## config.mk

```make
export PLATFORM = sky130hd
export DESIGN_NAME = euler_step_scheduler
export DESIGN_NICKNAME = d
export VERILOG_FILES = /design/src/rtl/euler_step_scheduler.sv
export SDC_FILE = /design/constraint.sdc
export NUM_CORES = 1
export LEC_CHECK = 0
export BUFFER_PORTS_ARGS = -buffer_cell sky130_fd_sc_hd__buf_2
export CAP_MARGIN = 20
export CORE_ASPECT_RATIO = 0.9
export CORE_MARGIN = 8
export CORE_UTILIZATION = 60
export CTS_CLUSTER_DIAMETER = 80
export CTS_CLUSTER_SIZE = 40
export DETAILED_ROUTE_END_ITERATION = 8
export GPL_ROUTABILITY_DRIVEN = 0
export PLACE_DENSITY = 0.92
export SLEW_MARGIN = 10
export SYNTH_ARGS = -nofsm -noshare
export SYNTH_HDL_FRONTEND = slang
export SYNTH_SLANG_ARGS = --single-unit
export TNS_END_PERCENT = 20
```

## constraint.sdc

```tcl
create_clock -name clk -period 5.8 [get_ports clk]
set_input_delay 0.29 -clock clk [delete_from_list [all_inputs] [get_ports clk]]
set_output_delay 0.29 -clock clk [all_outputs]
set_load 0.02 [all_outputs]
```

## src/rtl/euler_step_scheduler.sv

```systemverilog
// Step scheduler for an explicit-Euler datapath: issues steps, halves h on error, counts accepted steps.
// Optional watchdog on the WAIT state is enabled by defining EULER_WDOG_EN.
//
// state | meaning
// IDLE  | waiting for start; fault/step_count hold results of the last run
// ISSUE | launch one step in the datapath
// WAIT  | waiting for the datapath step_done strobe
// EVAL  | accept the step, or halve h and retry, or give up
// DONE  | emit final_done and drop busy
module euler_step_scheduler #(
  parameter int CNT_W     = 16,
  parameter int MAX_RETRY = 4,
  parameter int WDOG_CYC  = 1023
) (
  input  logic             clk,
  input  logic             rst_sync,
  input  logic             start,
  input  logic [CNT_W-1:0] n_steps,
  output logic             step_start,
  input  logic             step_done,
  input  logic             err_flag,
  output logic             halve_h,
  output logic             busy,
  output logic             final_done,
  output logic             fault,
  output logic [CNT_W-1:0] step_count
);

  localparam int RTY_W = (MAX_RETRY < 1) ? 1 : $clog2(MAX_RETRY + 1);
  localparam logic [RTY_W-1:0] RTY_MAX = RTY_W'(MAX_RETRY);

  typedef enum logic [2:0] {IDLE, ISSUE, WAIT, EVAL, DONE} state_t;

  state_t           state_q, state_d;
  logic [CNT_W-1:0] target_q, target_d;
  logic [CNT_W-1:0] count_q, count_d;
  logic [CNT_W-1:0] cnt_inc;
  logic [RTY_W-1:0] retry_q, retry_d;
  logic             err_q, err_d;
  logic             step_start_q, step_start_d;
  logic             halve_q, halve_d;
  logic             busy_q, busy_d;
  logic             final_done_q, final_done_d;
  logic             fault_q, fault_d;

`ifdef EULER_WDOG_EN
  localparam int WD_W = (WDOG_CYC < 2) ? 1 : $clog2(WDOG_CYC);
  localparam logic [WD_W-1:0] WD_LAST = WD_W'(WDOG_CYC - 1);
  logic [WD_W-1:0] wdog_q, wdog_d;
`endif

  always_comb begin
    state_d      = state_q;
    target_d     = target_q;
    count_d      = count_q;
    retry_d      = retry_q;
    err_d        = err_q;
    busy_d       = busy_q;
    fault_d      = fault_q;
    step_start_d = 1'b0;
    halve_d      = 1'b0;
    final_done_d = 1'b0;
    cnt_inc      = count_q + CNT_W'(1);
`ifdef EULER_WDOG_EN
    wdog_d       = wdog_q;
`endif
    case (state_q)
      IDLE: begin
        if (start) begin
          target_d = n_steps;
          count_d  = '0;
          retry_d  = '0;
          fault_d  = 1'b0;
          busy_d   = 1'b1;
          state_d  = (n_steps == '0) ? DONE : ISSUE;
        end
      end
      ISSUE: begin
        step_start_d = 1'b1;
`ifdef EULER_WDOG_EN
        wdog_d       = '0;
`endif
        state_d      = WAIT;
      end
      WAIT: begin
        if (step_done) begin
          err_d   = err_flag;
          state_d = EVAL;
        end
`ifdef EULER_WDOG_EN
        else if (wdog_q == WD_LAST) begin
          fault_d = 1'b1;
          state_d = DONE;
        end else begin
          wdog_d = wdog_q + WD_W'(1);
        end
`endif
      end
      EVAL: begin
        if (err_q) begin
          if (retry_q < RTY_MAX) begin
            halve_d = 1'b1;
            retry_d = retry_q + RTY_W'(1);
            state_d = ISSUE;
          end else begin
            fault_d = 1'b1;
            state_d = DONE;
          end
        end else begin
          // target is nonzero here, so the count can never pass it and wrap
          count_d = cnt_inc;
          retry_d = '0;
          state_d = (cnt_inc == target_q) ? DONE : ISSUE;
        end
      end
      DONE: begin
        final_done_d = 1'b1;
        busy_d       = 1'b0;
        state_d      = IDLE;
      end
      default: state_d = IDLE;
    endcase
  end

  always_ff @(negedge clk) begin
    if (rst_sync) begin
      state_q      <= IDLE;
      target_q     <= '0;
      count_q      <= '0;
      retry_q      <= '0;
      err_q        <= 1'b0;
      step_start_q <= 1'b0;
      halve_q      <= 1'b0;
      busy_q       <= 1'b0;
      final_done_q <= 1'b0;
      fault_q      <= 1'b0;
`ifdef EULER_WDOG_EN
      wdog_q       <= '0;
`endif
    end else begin
      state_q      <= state_d;
      target_q     <= target_d;
      count_q      <= count_d;
      retry_q      <= retry_d;
      err_q        <= err_d;
      step_start_q <= step_start_d;
      halve_q      <= halve_d;
      busy_q       <= busy_d;
      final_done_q <= final_done_d;
      fault_q      <= fault_d;
`ifdef EULER_WDOG_EN
      wdog_q       <= wdog_d;
`endif
    end
  end

  assign step_start = step_start_q;
  assign halve_h    = halve_q;
  assign busy       = busy_q;
  assign final_done = final_done_q;
  assign fault      = fault_q;
  assign step_count = count_q;

endmodule
```

==> impl_metrics.py <==
metrics = {
    "clock_network": {
        "ctsLongestPathBuffers": 2,
        "clockRootBuffer": "clkbuf_8",
        "cts_tree": "built",
        "clk_pin_slew_ns": 0.04,
        "post_cts_buffers": 0,
        "postCtsHoldBufs": 0,
        "clk_latency_ns": 0.38,
        "htreeDepth": 2,
        "numCtsBuffers": 5,
        "cts_resized": 0,
        "numClockSinks": 44,
    },
    "setup_path": {
        "max_stage_delay_ns": 0.65,
        "startpoint_type": "primary input",
        "critPathRequiredTime_ns": 3.16,
        "path_buf_inv": 1,
        "cp-end-kind": "flop",
        "path_class": "primary input to flop",
        "arrival_ns": 2.13,
        "crit_family": "simple AND/OR/NAND/NOR gates",
        "path_cells": "buf_2 > nand2b_1 > or3_1 > nand2_1 > nor2_1 > o21ai_0 > o31ai_1",
        "crit_path_max_fanout": 18,
        "crit_slowest_cell": "nor2_1",
    },
    "routing": {
        "via_count": 2612,
        "viasPerCell": 5.96,
        "routedWlPerCell_um": 15.0,
        "detail_route.first_pass.iterations": 6,
        "drtIter0Drc": 320,
        "wl_um": 6590,
        "antenna_left": 0,
        "drc": 0,
    },
    "floorplan": {
        "die_y_um": 76.8,
        "dieArea_mm2": 0.00642,
        "start_util_pct": 61.4,
        "core_area_mm2": 0.00402,
        "num_rows": 22,
        "dieWidth_um": 83.6,
        "ios": 42,
    },
    "sta": {
        "tightest_slew_ns": 0.819,
        "slew_headroom_pct": 45.2,
        "fin_ws_ns": 1.03,
        "slew_viol_final": 0,
        "hold_violations": 0,
        "skew_ns": 0.0222,
        "hold_slack_ns": 0.469,
        "rsz0062_at_grt": "false",
        "setup_viol_count_final": 0,
        "tns_ns": 0,
    },
    "synth": {
        "ys_warn_count": 0,
        "synthArstFlopShare_pct": 0,
        "ys.flop_type": "dfxtp_1",
        "syn-num-nets": 343,
        "syn_inst": 320,
        "synth_edf_count": 0,
        "synth-seq-cells": 44,
        "syn_area_mm2": 0.00247,
        "ys_types": 47,
        "ys_seq_area_share_pct": 35.7,
        "syn_area_per_cell_um2": 7.71,
    },
    "global_route": {
        "grt-ovfl-total": 0,
        "met2_usage_pct": 32.5,
        "grt_pass1_wl_um": 10900,
        "busiest_layer": "met2",
        "met1_usage_pct": 22.0,
        "grt_antenna_before_repair": 0,
        "track_usage_pct": 20.0,
        "met3_usage_pct": 8.34,
        "first_global_vias": 2579,
        "grt_max_degree": 35,
    },
    "place": {
        "postPlaceCellArea_mm2": 0.00264,
        "portBuffers": 41,
        "detailed_place_hpwl_um": 4400,
        "place_inst": 388,
        "pre_cts_slack_ns": 0.749,
    },
    "power_and_ir_drop": {
        "p_sw_mw": 0.380,
        "ir_worst_vdd_v": 0.000264,
        "total_power_mw": 0.931,
        "comb_power_share_pct": 24.8,
        "swShare_pct": 40.8,
        "powerDensity_mw_per_mm2": 323,
        "p_clk_share_pct": 33.8,
        "p_leak_nw": 1.31,
        "internal-power_mw": 0.551,
        "pwr-share-seq_pct": 41.4,
    },
    "flow_run": {
        "drv_cap": 0,
    },
    "cells_and_area": {
        "num-nets-final": 413,
        "antennaDiodeCount": 0,
        "area_growth_pct": 16.9,
        "post-route-util_pct": 71.7,
        "drive_gt1_share_pct": 14.9,
        "fin_cells": 438,
        "stdcell_area_mm2": 0.00288,
    },
    "status": {
        "outcome": "complete, no violations",
    },
    "min_path": {
        "hold_class": "flop to flop",
    },
}
-- cell usage after synthesis (all sizes together), types with 5 or more instances --
cell type,number,area [um2]
a211oi,5,37.5
a21oi,31,155
buf,5,40.0
clkbuf,17,63.8
dfxtp,44,881
nand2,54,203
nand3,9,45.0
nand4,6,67.6
nor2,30,113
nor3,15,85.1
nor4,8,65.1
o21ai,23,115
or3,6,37.5
xnor2,14,123
xor2,7,61.3
-- layout make-up --
type                            instances  area [um2]
Multi-Input combinational cell        250        1470
Sequential cell                        44         881
Timing Repair Buffer                   42         213
Clock inverter                         46         178
Clock buffer                            5        68.8
Inverter                                3        11.3
Tap cell                               48        60.1
Fill cell                             331        1140
-- layer usage --
layer,vias to the layer above,routed length [um]
met1,1221,2760
li1,1274,-
met5,-,0
met3,13,518
met4,0,101
met2,104,3210
-- worst register-to-register path, stage by stage (launching register included) --
cell and delay [ns]:
dfxtp_1 0.57, ha_1 0.46, nand3_1 0.40, nor3_2 0.32, xnor2_1 0.12, or4_4 0.49
a2111oi_4 0.24, a21oi_1 0.12
-- power by group through the flow --
| stage | clock network (mW) | registers (mW) | logic [mW] |
|---|---|---|---|
| floorplan | 0.0473 | 0.368 | 0.191 |
| global placement | 0.0473 | 0.387 | 0.219 |
| detailed placement | 0.0473 | 0.389 | 0.227 |
| CTS | 0.324 | 0.384 | 0.230 |
| global route | 0.357 | 0.391 | 0.258 |
| finish | 0.315 | 0.386 | 0.230 |
-- cells in the final DEF (no fill, tap or decap), drive strengths merged, types with 2 or more instances in the layout --
cell / netlist / final
nand2: 54 / 54
inv: 4 / 49
dfxtp: 44 / 44
buf: 5 / 42
a21oi: 31 / 31
nor2: 30 / 30
o21ai: 23 / 23
nor3: 15 / 15
xnor2: 14 / 14
nand3: 9 / 9
nor4: 8 / 8
xor2: 7 / 7
or3: 6 / 6
nand4: 6 / 6
a211oi: 5 / 5
clkbuf: 17 / 5
nand2b: 4 / 4
a31oi: 4 / 4
nor2b: 4 / 4
mux2i: 3 / 3
o41ai: 2 / 2
o31ai: 2 / 2
a2bb2oi: 2 / 2
o211ai: 2 / 2
ha: 2 / 2
and4: 2 / 2
-- registers in the layout, summed over array words and instances, names as in the netlist --
name / count
state_q: 3
target_q: 16
busy: 1
final_done: 1
fault: 1
err_q: 1
step_count: 16
retry_q: 3
step_start: 1
halve_h: 1
-- path summary, 6_finish.rpt --
kind                   endpoint     startpoint  cells after the start  slack, ns
hold / removal      target_q[4]    target_q[4]                      2       0.47
setup / recovery  step_count[4]          start                      7       1.03
hold reg to reg     target_q[4]    target_q[4]                      2       0.47
setup reg to reg     state_q[0]  step_count[0]                      7       2.94
-- cell families (layout without fill, tap and decap cells) --
family                     Yosys count  in the layout  share of synthesized area (%)
and+or+nand+nor                    145            145                           30.1
AOI/OAI and AO/OA                   79             79                           19.7
DFF                                 44             44                           35.7
buffers and inverters               26             96                           4.82
xor gates and xnor gates            21             21                           7.46
muxes                                3              3                           1.22
adders and majority gates            2              2                           1.01
No activity file was read; power rests on OpenSTA's default activity.
